[src/rtl/upe_resign_sched_pkg.sv]
// Shared types and constants for the resign scheduler: slot FSM encoding,
// data width, saturation constants and the 32-bit negate helper.
package upe_resign_sched_pkg;

  localparam int DATA_W = 32;

  localparam logic [DATA_W-1:0] SAT_MIN = 32'h8000_0000;
  localparam logic [DATA_W-1:0] SAT_MAX = 32'h7FFF_FFFF;

  typedef enum logic {
    ST_EMPTY = 1'b0,
    ST_FULL  = 1'b1
  } state_e;

  // Two's complement negate; -0 = 0 and -SAT_MIN wraps to SAT_MIN.
  function automatic logic [DATA_W-1:0] negate32(input logic [DATA_W-1:0] x);
    return ~x + 1'b1;
  endfunction

endpackage

[src/rtl/upe_resign_sched_if.sv]
// Request/response bundle between the coefficient-sign stages (master) and
// the shared resign scheduler (slave).
interface upe_resign_sched_if #(
  parameter int NREQ = 4,
  parameter int TAGW = 2
);
  // Requesters hold req high with stable data until they see gnt in the
  // accept cycle; the output slot transfers on any edge with
  // out_valid && out_ready, and out_data/out_tag are stable while stalled.
  logic [NREQ-1:0]    req;
  logic [32*NREQ-1:0] req_data;
  logic [NREQ-1:0]    req_sign;
  logic [NREQ-1:0]    gnt;
  logic               out_valid;
  logic               out_ready;
  logic [31:0]        out_data;
  logic [TAGW-1:0]    out_tag;

  modport master (
    output req, req_data, req_sign, out_ready,
    input  gnt, out_valid, out_data, out_tag
  );

  modport slave (
    input  req, req_data, req_sign, out_ready,
    output gnt, out_valid, out_data, out_tag
  );
endinterface

[src/rtl/upe_rr_arbiter.sv]
// Round-robin arbiter: search starts at the rotating pointer and wraps; the
// pointer moves past the winner only when the caller advances.
module upe_rr_arbiter #(
  parameter int NREQ = 4,
  localparam int IDXW = $clog2(NREQ)
) (
  input  logic            clk,
  input  logic            rst_n,
  input  logic [NREQ-1:0] req,
  input  logic            advance,
  output logic [NREQ-1:0] gnt,
  output logic [IDXW-1:0] gnt_idx
);

  logic [IDXW-1:0] ptr_q, ptr_d;
  logic            found;

  always_comb begin
    int j;
    gnt     = '0;
    gnt_idx = '0;
    found   = 1'b0;
    j       = 0;
    for (int k = 0; k < NREQ; k++) begin
      j = int'(ptr_q) + k;
      if (j >= NREQ) j = j - NREQ;
      if (!found && req[j]) begin
        found   = 1'b1;
        gnt[j]  = 1'b1;
        gnt_idx = IDXW'(j);
      end
    end
  end

  always_comb begin
    ptr_d = ptr_q;
    if (advance) begin
      ptr_d = (gnt_idx == IDXW'(NREQ - 1)) ? '0 : gnt_idx + 1'b1;
    end
  end

  always_ff @(posedge clk) begin
    if (!rst_n) ptr_q <= '0;
    else        ptr_q <= ptr_d;
  end

endmodule

[src/rtl/upe_resign_sched.sv]
// Shared conditional-negate unit for NREQ requesters with one registered
// output slot. Build option UPE_RESIGN_SATURATE_EN saturates -0x80000000 and adds ovf.
module upe_resign_sched
  import upe_resign_sched_pkg::*;
#(
  parameter int NREQ = 4,
  parameter int TAGW = 2,
  parameter int CNTW = 16
) (
  input  logic                clk,
  input  logic                rst_n,
  upe_resign_sched_if.slave   bus,
  output logic [CNTW-1:0]     ops_done,
  output logic                busy,
  output state_e              dbg_state_o
`ifdef UPE_RESIGN_SATURATE_EN
  ,
  output logic                ovf
`endif
);

  localparam int IDXW = $clog2(NREQ);

  state_e            state_q, state_d;
  logic [DATA_W-1:0] data_q, data_d;
  logic [TAGW-1:0]   tag_q, tag_d;
  logic [CNTW-1:0]   ops_q, ops_d;

  logic              accept, drain;
  logic [NREQ-1:0]   cand_gnt;
  logic [IDXW-1:0]   cand_idx;
  logic [DATA_W-1:0] operand, result;
  logic              sign_sel;

  // Reset gates accept so no grant leaks out during the reset cycle.
  assign accept = rst_n && (|bus.req) && (state_q == ST_EMPTY || bus.out_ready);
  assign drain  = (state_q == ST_FULL) && bus.out_ready;

  upe_rr_arbiter #(.NREQ(NREQ)) u_arb (
    .clk     (clk),
    .rst_n   (rst_n),
    .req     (bus.req),
    .advance (accept),
    .gnt     (cand_gnt),
    .gnt_idx (cand_idx)
  );

  always_comb begin
    operand  = '0;
    sign_sel = 1'b0;
    for (int i = 0; i < NREQ; i++) begin
      if (cand_idx == IDXW'(i)) begin
        operand  = bus.req_data[DATA_W*i +: DATA_W];
        sign_sel = bus.req_sign[i];
      end
    end
  end

`ifdef UPE_RESIGN_SATURATE_EN
  logic sat_hit;
  logic ovf_q, ovf_d;
  assign sat_hit = sign_sel && (operand == SAT_MIN);
  assign result  = sat_hit ? SAT_MAX : (sign_sel ? negate32(operand) : operand);
`else
  assign result  = sign_sel ? negate32(operand) : operand;
`endif

  always_comb begin
    state_d = state_q;
    data_d  = data_q;
    tag_d   = tag_q;
    ops_d   = ops_q;
    if (accept) begin
      state_d = ST_FULL;
      data_d  = result;
      tag_d   = TAGW'(cand_idx);
    end else if (drain) begin
      state_d = ST_EMPTY;
    end
    if (drain) ops_d = ops_q + 1'b1;
  end

  always_ff @(posedge clk) begin
    if (!rst_n) begin
      state_q <= ST_EMPTY;
      data_q  <= '0;
      tag_q   <= '0;
      ops_q   <= '0;
    end else begin
      state_q <= state_d;
      data_q  <= data_d;
      tag_q   <= tag_d;
      ops_q   <= ops_d;
    end
  end

`ifdef UPE_RESIGN_SATURATE_EN
  always_comb begin
    ovf_d = ovf_q;
    if (accept) ovf_d = sat_hit;
  end

  always_ff @(posedge clk) begin
    if (!rst_n) ovf_q <= 1'b0;
    else        ovf_q <= ovf_d;
  end

  assign ovf = ovf_q;
`endif

  assign bus.gnt       = accept ? cand_gnt : '0;
  assign bus.out_valid = (state_q == ST_FULL);
  assign bus.out_data  = data_q;
  assign bus.out_tag   = tag_q;
  assign ops_done      = ops_q;
  assign busy          = (state_q == ST_FULL) || (|bus.req);
  assign dbg_state_o   = state_q;

endmodule

[src/flat_wrapper.sv]
// flat-port wrapper written by rule: the top's interface ports become plain ports
module upe_resign_sched_flat import upe_resign_sched_pkg::*;
#(
  parameter int NREQ = 4,
  parameter int TAGW = 2,
  parameter int CNTW = 16
)
  (clk, rst_n, ops_done, busy, dbg_state_o, bus_req, bus_req_data, bus_req_sign, bus_out_ready, bus_gnt, bus_out_valid, bus_out_data, bus_out_tag);
  upe_resign_sched_if #(.NREQ(NREQ), .TAGW(TAGW)) bus_i ();
  input  logic clk;
  input  logic rst_n;
  output logic [CNTW-1:0] ops_done;
  output logic busy;
  output state_e dbg_state_o;
  input wire logic [$bits(bus_i.req)-1:0] bus_req;
  input wire logic [$bits(bus_i.req_data)-1:0] bus_req_data;
  input wire logic [$bits(bus_i.req_sign)-1:0] bus_req_sign;
  input wire logic [$bits(bus_i.out_ready)-1:0] bus_out_ready;
  output wire logic [$bits(bus_i.gnt)-1:0] bus_gnt;
  output wire logic [$bits(bus_i.out_valid)-1:0] bus_out_valid;
  output wire logic [$bits(bus_i.out_data)-1:0] bus_out_data;
  output wire logic [$bits(bus_i.out_tag)-1:0] bus_out_tag;
  assign bus_i.req = bus_req;
  assign bus_i.req_data = bus_req_data;
  assign bus_i.req_sign = bus_req_sign;
  assign bus_i.out_ready = bus_out_ready;
  assign bus_gnt = bus_i.gnt;
  assign bus_out_valid = bus_i.out_valid;
  assign bus_out_data = bus_i.out_data;
  assign bus_out_tag = bus_i.out_tag;
  upe_resign_sched #(.NREQ(NREQ), .TAGW(TAGW), .CNTW(CNTW)) u_core (.clk(clk), .rst_n(rst_n), .bus(bus_i), .ops_done(ops_done), .busy(busy), .dbg_state_o(dbg_state_o));
endmodule
[config.mk]
export PLATFORM = sky130hd
export DESIGN_NAME = upe_resign_sched_flat
export DESIGN_NICKNAME = d
export VERILOG_FILES = /design/src/rtl/upe_resign_sched_pkg.sv /design/src/rtl/upe_resign_sched_if.sv /design/src/rtl/upe_rr_arbiter.sv /design/src/rtl/upe_resign_sched.sv /design/src/flat_wrapper.sv
export SDC_FILE = /design/constraint.sdc
export NUM_CORES = 1
export LEC_CHECK = 0
export ABC_AREA = 1
export CORE_AREA = 2 2 125 91
export DETAILED_ROUTE_END_ITERATION = 10
export DIE_AREA = 0 0 127 93
export GPL_TIMING_DRIVEN = 0
export HOLD_SLACK_MARGIN = 0.08
export PLACE_DENSITY_LB_ADDON = 0.12
export SETUP_SLACK_MARGIN = 0.4
export SYNTH_ARGS = -nofsm -noshare
export SYNTH_HDL_FRONTEND = slang
export SYNTH_SLANG_ARGS = --single-unit
export TNS_END_PERCENT = 50
[constraint.sdc]
create_clock -name clk -period 6.4 [get_ports clk]
set_clock_uncertainty 0.15 [all_clocks]
set_input_delay 0.96 -clock clk [delete_from_list [all_inputs] [get_ports clk]]
set_output_delay 0.96 -clock clk [all_outputs]
set_load 0.01 [all_outputs]
==> tab_implementation.tex, run 1 <==
\begin{tabular}{lr}
\hline
Metric & Value \\
\hline
\multicolumn{2}{l}{\textbf{Outcome}} \\
\quad Result of the run & finished clean \\
\multicolumn{2}{l}{\textbf{GRT}} \\
\quad Aggregate global routing overflow & 0 \\
\quad Pin count of the biggest net entering global routing & 18 \\
\quad Number of antenna violations at the first check in global routing & 0 \\
\quad Wire length of the first global-routing pass & 27600 um \\
\quad Aggregate global-route resource usage & 28.8\% \\
\quad Vias in the first global route & 5813 \\
\multicolumn{2}{l}{\textbf{Setup path}} \\
\quad Worst Path Class, Setup & input port to flop \\
\quad Critical path fanouts, max & 10 \\
\quad Beginning of the critical path & bus\_req[0] \\
\quad Largest stage delay, worst path & 470 ps \\
\quad Capturing point of the worst reg2reg path & u\_core.bus.out\_data[20]\$\_SDFFE\_PN0P\_ \\
\quad Required time reported for the critical path endpoint & 6450 ps \\
\quad Cell at the slowest stage of the critical path & sky130\_fd\_sc\_hd\_\_clkdlybuf4s50\_1 \\
\quad Arrival time at the worst endpoint & 5250 ps \\
\quad Kind of launch point of the worst setup path & input port \\
\quad Reg2reg start & u\_core.u\_arb.ptr\_q[0]\$\_SDFFE\_PN0P\_ \\
\quad CP Capture Point & u\_core.bus.out\_data[20]\$\_SDFFE\_PN0P\_ \\
\quad Register-to-register path setup slack & 1690 ps \\
\quad Kind of end point of the critical path & flop \\
\quad Depth of the worst register-to-register path & 31 \\
\multicolumn{2}{l}{\textbf{Synth}} \\
\quad EDFF count, synth & 0 \\
\quad Post-Syn Nets & 1041 \\
\quad Synth top cells by count & sky130\_fd\_sc\_hd\_\_nand2\_1, sky130\_fd\_sc\_hd\_\_nor2\_1, sky130\_fd\_sc\_hd\_\_a21oi\_1, sky130\_fd\_sc\_hd\_\_inv\_1, sky130\_fd\_sc\_hd\_\_nand3\_1 \\
\quad Most common cell in the synthesized netlist & sky130\_fd\_sc\_hd\_\_nand2\_1 \\
\quad Share of the synthesized area in compound gates (AO/OA/AOI/OAI) & 16.4\% \\
\quad Fraction of synthesis flops using an asynchronous set or reset pin & 0\% \\
\quad Cells after Synth & 892 \\
\quad Netlist Area Pre-Place & 0.00497 sq mm \\
\quad Area share of and/or/nand/nor cells after synthesis & 45.2\% \\
\quad Dominant synthesized flop cell & sky130\_fd\_sc\_hd\_\_dfxtp\_1 \\
\quad Post-synthesis mux area share & 0.201\% \\
\quad Top area cells in the synthesized netlist & sky130\_fd\_sc\_hd\_\_nand2\_1, sky130\_fd\_sc\_hd\_\_dfxtp\_1, sky130\_fd\_sc\_hd\_\_a21oi\_1 \\
\quad Synthesized flop and latch total & 53 \\
\quad Syn\_area\_per\_cell & 5.57 sq um \\
\quad Fraction of the mapped netlist area in adder cells & 2.52\% \\
\quad Xor/xnor cell area share of the yosys netlist & 2.47\% \\
\quad Combinational family with the most area after synthesis & simple AND/OR/NAND/NOR gates \\
\quad Area leader, netlist & sky130\_fd\_sc\_hd\_\_nand2\_1 \\
\quad Area share of the largest cell type after synthesis & 24.2\% \\
\quad Post-synth cell types & 39 \\
\quad Sequential fraction of the synthesis area & 21.4\% \\
\quad YS warnings & 0 \\
\multicolumn{2}{l}{\textbf{CTS}} \\
\quad CTS Root Buffer Type & sky130\_fd\_sc\_hd\_\_clkbuf\_16 \\
\quad Total clock sinks & 53 \\
\quad Cts-stage hold buffer count & 0 \\
\quad Latest clock arrival within the worst-skew pair & 300 ps \\
\quad TritonCTS clock tree & done \\
\quad Number of cells upsized or downsized after cts & 0 \\
\quad Clock buffer count from CTS & 5 \\
\quad Post-CTS clock slew at the launch and capture registers of the worst setup and hold paths & 70 ps \\
\quad H-Tree Depth & 2 \\
\quad Post-CTS Repair Setup Buffers & 0 \\
\quad Number of buffers on the longest clock path & 2 \\
\multicolumn{2}{l}{\textbf{Timing}} \\
\quad Final worst-path cycle share & 81.3\% \\
\quad Final Max Slew Viols & 0 \\
\quad Worst-case hold slack & 326 ps \\
\quad Highest attainable clock frequency & 192 MHz \\
\quad Setup repair after global routing missed its margin & no \\
\quad Worst Tran Pin Value & 590 ps \\
\quad Final critical-path setup slack & 1200 ps \\
\quad Total count of hold-check failures in the final report & 0 \\
\quad Minimum period implied by the final worst setup slack & 5200 ps \\
\quad Worst slew margin & 60.7\% \\
\quad Total of endpoints with negative setup slack in the final report & 0 \\
\quad Setup TNS & 0 ps \\
\multicolumn{2}{l}{\textbf{Routing}} \\
\quad DRC violations left & 0 \\
\quad Total detailed-routing wirelength & 17200 um \\
\quad Wire length per cell after detailed routing & 14.0 um \\
\quad Number of violations reported at the end of detailed-routing iteration 0 & 376 \\
\quad Vias/cell & 5.12 \\
\quad Via count of the routed design & 6299 \\
\quad Number of antenna-violating nets in the routed design & 0 \\
\quad First-pass iteration count of the detailed router & 4 \\
\multicolumn{2}{l}{\textbf{Floorplan}} \\
\quad Core box area & 0.0107 sq mm \\
\quad Cell row count & 32 \\
\quad Number of placed I/O pins & 196 \\
\quad Overall die width & 127 um \\
\quad Die Footprint & 0.0118 sq mm \\
\quad Starting Density & 46.7\% \\
\quad Overall die height & 93 um \\
\multicolumn{2}{l}{\textbf{Place}} \\
\quad Placement Setup Slack & 955 ps \\
\quad Final HPWL from detailed placement & 13900 um \\
\quad RePlAce Congestion & 0.930 \\
\quad Port Buffer Count & 194 \\
\multicolumn{2}{l}{\textbf{Worst hold path}} \\
\quad Worst hold path startpoint & u\_core.ops\_done[12]\$\_SDFFE\_PN0P\_ \\
\quad Min-Delay Path Class & flop to flop \\
\multicolumn{2}{l}{\textbf{Flow run}} \\
\quad Max\_cap viols & 0 \\
\multicolumn{2}{l}{\textbf{Cells and area}} \\
\quad \# diodes & 0 \\
\quad Area added between synthesis and finish & 46.0\% \\
\quad Fraction of layout cells with a size suffix above 1 & 7.22\% \\
\quad Final Net Count & 1242 \\
\hline
\end{tabular}
-- registers in the layout (all words and copies together) (netlist names) --
signal and flops:
u_core.bus.out_data 32, u_core.ops_done 16, u_core.bus.out_tag 2, u_core.u_arb.ptr_q 2, u_core.bus.out_valid 1
-- logic make-up after synthesis --
logic type,count (synthesis)
compound gates,148
xor+xnor,14
fa+ha+maj,10
buf+inv,128
flops,53
mux,1
simple gates,538
-- critical path: cells and delay by family --
kind,cells,cell delay [ps]
fa+ha+maj,2,380
buf+inv,10,1340
simple gates,15,1880
compound gates,5,650
-- metrics by stage --
stage                     cell area (sq um)  util [%]  cells
after floorplan                        4970         -    892
after global placement                 7080      66.5   1222
after detailed placement               7080      66.5   1222
after CTS                              7250      68.1   1230
after global routing                   7250      68.1   1230
final                                  7250      68.1   1230
-- worst min path at each step --
stage	slack, ps	end	cells after the start
floorplan	330	u_core.ops_done[15]$_SDFFE_PN0P_	2
global placement	310	u_core.ops_done[15]$_SDFFE_PN0P_	2
detailed placement	320	u_core.ops_done[12]$_SDFFE_PN0P_	2
CTS	330	u_core.ops_done[15]$_SDFFE_PN0P_	2
global route	360	u_core.ops_done[15]$_SDFFE_PN0P_	2
finish	330	u_core.ops_done[12]$_SDFFE_PN0P_	2
-- cells in the final DEF (no fill, tap or decap), drive strengths merged, types with 2 or more instances in the layout --
cell,n
nor3,3
ha,10
nor4,2
a22oi,4
nand4,10
a21oi,93
o22ai,2
xor2,12
nor2,105
clkbuf,16
o21ai,41
inv,84
nand3,73
a21boi,3
nand2,329
or2,15
o21a,3
dfxtp,53
clkdlybuf4s50,194
buf,33
xnor2,2
-- area by class of cell --
type,count,area (sq um)
Buffer,44,274
Timing Repair Buffer,194,1940
Clock inverter,3,46.3
Clock buffer,5,125
Tap cell,136,170
Inverter,84,318
Sequential cell,53,1060
Fill cell,1020,3400
Multi-Input combinational cell,711,3320
-- per-layer routing --
| layer | global-route usage (%) | up-vias | part of all wire, % |
|---|---|---|---|
| met1 | 39.1 | 2791 | 47 |
| met3 | 4.98 | 28 | 7.3 |
| met4 | 5.59 | 0 | 1.8 |
| li1 | - | 3235 | - |
| met5 | 0 | - | 0 |
| met2 | 48.7 | 245 | 44 |
Power of run 1 is not shown: default switching activity piles up to over one toggle a cycle in this logic, so the estimate is an artifact.
==> run 2: changes to the inputs <==
--- a/config.mk
+++ b/config.mk
@@ -6,9 +6,9 @@
 export NUM_CORES = 1
 export LEC_CHECK = 0
 export ABC_AREA = 1
-export CORE_AREA = 2 2 125 91
+export CORE_AREA = 2 2 135 98
 export DETAILED_ROUTE_END_ITERATION = 10
-export DIE_AREA = 0 0 127 93
+export DIE_AREA = 0 0 137 100
 export GPL_TIMING_DRIVEN = 0
 export HOLD_SLACK_MARGIN = 0.08
 export PLACE_DENSITY_LB_ADDON = 0.12
==> constraint.sdc (replaced) <==
create_clock -name clk -period 4.5 [get_ports clk]
set_clock_uncertainty 0.15 [all_clocks]
set_input_delay 0.675 -clock clk [delete_from_list [all_inputs] [get_ports clk]]
set_output_delay 0.675 -clock clk [all_outputs]
set_load 0.01 [all_outputs]
==> tab_implementation.tex, run 2 (synthesized netlist as in run 1, its figures left out) <==
\begin{tabular}{lr}
\hline
Metric & Value \\
\hline
\multicolumn{2}{l}{\textbf{Outcome}} \\
\quad Result of the run & finished clean (unchanged) \\
\multicolumn{2}{l}{\textbf{Setup path}} \\
\quad Required time reported for the critical path endpoint & 3670 ps (was 6450 ps) \\
\quad Arrival time at the worst endpoint & 3190 ps (was 5250 ps) \\
\quad Worst Path Class, Setup & flop to output pin (was input port to flop) \\
\quad Critical path fanouts, max & 7 (was 10) \\
\quad Depth of the worst register-to-register path & 30 (was 31) \\
\quad Cell type with the highest occurrence count on the critical path & sky130\_fd\_sc\_hd\_\_buf\_4 \\
\quad Cell at the slowest stage of the critical path & sky130\_fd\_sc\_hd\_\_clkdlybuf4s50\_1 (unchanged) \\
\quad Capturing point of the worst reg2reg path & u\_core.bus.out\_data[16]\$\_SDFFE\_PN0P\_ (was u\_core.bus.out\_data[20]\$\_SDFFE\_PN0P\_) \\
\quad Kind of end point of the critical path & output pin (was flop) \\
\quad Kind of launch point of the worst setup path & flop (was input port) \\
\quad Critical-path cell list & buf\_8 > inv\_6 > ha\_4 > nand2\_4 > o21ai\_4 > nand2\_4 > nor2\_4 > inv\_2 > buf\_4 > buf\_4 > buf\_4 > buf\_4 > buf\_4 > buf\_4 > o21ai\_0 > o21ai\_0 > inv\_1 > clkdlybuf4s50\_1 \\
\quad CP Capture Point & bus\_gnt[0] (was u\_core.bus.out\_data[20]\$\_SDFFE\_PN0P\_) \\
\quad Register-to-register path setup slack & 490 ps (was 1690 ps) \\
\quad Largest stage delay, worst path & 530 ps (was 470 ps) \\
\quad Beginning of the critical path & u\_core.u\_arb.ptr\_q[0]\$\_SDFFE\_PN0P\_ (was bus\_req[0]) \\
\quad Reg2reg start & u\_core.u\_arb.ptr\_q[0]\$\_SDFFE\_PN0P\_ (unchanged) \\
\multicolumn{2}{l}{\textbf{GRT}} \\
\quad Aggregate global-route resource usage & 26.0\% (was 28.8\%) \\
\quad Wire length of the first global-routing pass & 28700 um (was 27600 um) \\
\quad Number of antenna violations at the first check in global routing & 0 (unchanged) \\
\quad Pin count of the biggest net entering global routing & 18 (unchanged) \\
\quad Vias in the first global route & 6007 (was 5813) \\
\quad Aggregate global routing overflow & 0 (unchanged) \\
\multicolumn{2}{l}{\textbf{Cells and area}} \\
\quad Final Net Count & 1286 (was 1242) \\
\quad Number of fill cells in the layout & 1214 (was 1020) \\
\quad Combined area of the multi-input logic cells & 0.00362 sq mm (was 0.00332 sq mm) \\
\quad Area added between synthesis and finish & 61.3\% (was 46.0\%) \\
\quad Most frequent cells in the layout & sky130\_fd\_sc\_hd\_\_nand2\_1, sky130\_fd\_sc\_hd\_\_clkdlybuf4s50\_1, sky130\_fd\_sc\_hd\_\_nor2\_1, sky130\_fd\_sc\_hd\_\_a21oi\_1, sky130\_fd\_sc\_hd\_\_inv\_1 (unchanged) \\
\quad Flip-flop count of the largest register after layout & 32 (unchanged) \\
\quad Storage element area & 0.00107 sq mm (was 0.00106 sq mm) \\
\quad \# diodes & 0 (unchanged) \\
\quad Most frequent standard cell in the layout excluding fill and tap cells & sky130\_fd\_sc\_hd\_\_nand2\_1 (unchanged) \\
\quad Fraction of layout cells with a size suffix above 1 & 16.2\% (was 7.22\%) \\
\multicolumn{2}{l}{\textbf{Floorplan}} \\
\quad Core box area & 0.0126 sq mm (was 0.0107 sq mm) \\
\quad Overall die width & 137 um (was 127 um) \\
\quad Die Footprint & 0.0137 sq mm (was 0.0118 sq mm) \\
\quad Starting Density & 39.4\% (was 46.7\%) \\
\quad Cell row count & 35 (was 32) \\
\quad Number of placed I/O pins & 196 (unchanged) \\
\quad Overall die height & 100 um (was 93 um) \\
\multicolumn{2}{l}{\textbf{Routing}} \\
\quad DRC violations left & 0 (unchanged) \\
\quad Total detailed-routing wirelength & 18500 um (was 17200 um) \\
\quad Vias/cell & 4.96 (was 5.12) \\
\quad Via count of the routed design & 6464 (was 6299) \\
\quad First-pass iteration count of the detailed router & 6 (was 4) \\
\quad Wire length per cell after detailed routing & 14.2 um (was 14.0 um) \\
\quad Number of violations reported at the end of detailed-routing iteration 0 & 407 (was 376) \\
\quad Number of antenna-violating nets in the routed design & 0 (unchanged) \\
\multicolumn{2}{l}{\textbf{CTS}} \\
\quad Clock buffer count from CTS & 5 (unchanged) \\
\quad CTS Root Buffer Type & sky130\_fd\_sc\_hd\_\_clkbuf\_16 (unchanged) \\
\quad Total clock sinks & 53 (unchanged) \\
\quad Cts-stage hold buffer count & 0 (unchanged) \\
\quad Latest clock arrival within the worst-skew pair & 290 ps (was 300 ps) \\
\quad Number of buffers on the longest clock path & 2 (unchanged) \\
\quad Post-CTS clock slew at the launch and capture registers of the worst setup and hold paths & 70 ps (about the same) \\
\quad TritonCTS clock tree & done (unchanged) \\
\quad H-Tree Depth & 2 (unchanged) \\
\multicolumn{2}{l}{\textbf{Place}} \\
\quad Port Buffer Count & 194 (unchanged) \\
\quad RePlAce Congestion & 0.968 (was 0.930) \\
\quad Final HPWL from detailed placement & 14200 um (was 13900 um) \\
\multicolumn{2}{l}{\textbf{Timing}} \\
\quad Worst-case hold slack & 329 ps (was 326 ps) \\
\quad Final worst-path cycle share & 89.3\% \\
\quad Final Max Slew Viols & 0 (unchanged) \\
\quad Total of endpoints with negative setup slack in the final report & 0 (unchanged) \\
\quad Worst Tran Pin Value & 568 ps (was 590 ps) \\
\quad Total count of hold-check failures in the final report & 0 (unchanged) \\
\quad Highest attainable clock frequency & 249 MHz \\
\quad Minimum period implied by the final worst setup slack & 4020 ps \\
\quad Setup repair after global routing missed its margin & yes (was no) \\
\quad Worst slew margin & 62.2\% (was 60.7\%) \\
\multicolumn{2}{l}{\textbf{Worst hold path}} \\
\quad Min-Delay Path Class & flop to flop (unchanged) \\
\multicolumn{2}{l}{\textbf{Flow run}} \\
\quad Max\_cap viols & 0 (unchanged) \\
\hline
\end{tabular}
[run 2: changes by cell type in the layout (fill, tap and decap cells not counted), sizes merged]
cell,change
buf,+42
clkbuf,+3
clkdlybuf4s15,+2
clkdlybuf4s50,-5
clkinv,+1
dlygate4sd2,+1
dlymetal6s2s,+1
inv,-1
[run 2: worst min path at each step]
| stage | start | to | slack, ps | depth (start not counted) |
|---|---|---|---|---|
| after CTS | u_core.ops_done[15]$_SDFFE_PN0P_ | u_core.ops_done[15]$_SDFFE_PN0P_ | 340 | 2 |
| after floorplan | u_core.ops_done[15]$_SDFFE_PN0P_ | u_core.ops_done[15]$_SDFFE_PN0P_ | 330 | 2 |
| after detailed placement | u_core.ops_done[15]$_SDFFE_PN0P_ | u_core.ops_done[15]$_SDFFE_PN0P_ | 320 | 2 |
| after global routing | u_core.ops_done[15]$_SDFFE_PN0P_ | u_core.ops_done[15]$_SDFFE_PN0P_ | 340 | 2 |
| after global placement | u_core.ops_done[15]$_SDFFE_PN0P_ | u_core.ops_done[15]$_SDFFE_PN0P_ | 320 | 2 |
| final | u_core.ops_done[15]$_SDFFE_PN0P_ | u_core.ops_done[15]$_SDFFE_PN0P_ | 330 | 2 |
[run 2: cell type report]
type,instances,area share [%]
repair buffers,238,28.8
clock inverters,3,0.578
clock buffers,5,1.56
multi-input cells,711,45.1
flip-flops and latches,53,13.3
well taps,166,2.59
plain buffers,44,3.84
inverters,84,4.18
[run 2: routing by layer]
metal | up-vias | wire [um] | track usage [%]
met3 | 20 | 1540 | 5.30
met2 | 214 | 8090 | 42.3
met4 | 0 | 226 | 4.44
met5 | - | 0 | 0
met1 | 2892 | 8630 | 35.9
li1 | 3338 | - | -
[run 2: through the flow]
| step | setup slack (ps) | std cells | cell area (sq um) | util, % | setup TNS [ps] |
|---|---|---|---|---|---|
| 5_1_grt | 148 | 1304 | 8010 | 63.5 | 0 |
| 3_3_place_gp | -719 | 1252 | 7120 | 56.4 | -10440 |
| 2_1_floorplan | 566 | 892 | 4970 | - | 0 |
| 4_1_cts | 417 | 1283 | 7560 | 60.0 | 0 |
| 6_report | 482 | 1304 | 8010 | 63.5 | 0 |
| 3_5_place_dp | -743 | 1252 | 7120 | 56.4 | -10890 |
[run 2: timing repair]
item,CTS,global route
pin swaps,18,32
setup endpoints to repair,31,30
cloned,0,2
buffers inserted,23,19
resized for setup,38,78
[run 2: critical path, delay by kind of cell (launching register included)]
kind | cells | cell delay [ps]
flip-flops | 1 | 360
AND/OR/NAND/NOR | 3 | 300
adder cells (fa/ha/maj) | 1 | 320
AO/OA/AOI/OAI | 3 | 330
buffers and inverters | 11 | 1600
Power of run 2 is left out for the same reason.
==> run 3: changes to the inputs <==
--- a/config.mk
+++ b/config.mk
@@ -13,6 +13,7 @@
 export HOLD_SLACK_MARGIN = 0.08
 export PLACE_DENSITY_LB_ADDON = 0.12
 export SETUP_SLACK_MARGIN = 0.4
+export SLEW_MARGIN = 20
 export SYNTH_ARGS = -nofsm -noshare
 export SYNTH_HDL_FRONTEND = slang
 export SYNTH_SLANG_ARGS = --single-unit
==> results of run 3 <==
Final layout, timing and power as in run 2 (identical DEF).
Power of run 3 is left out for the same reason.
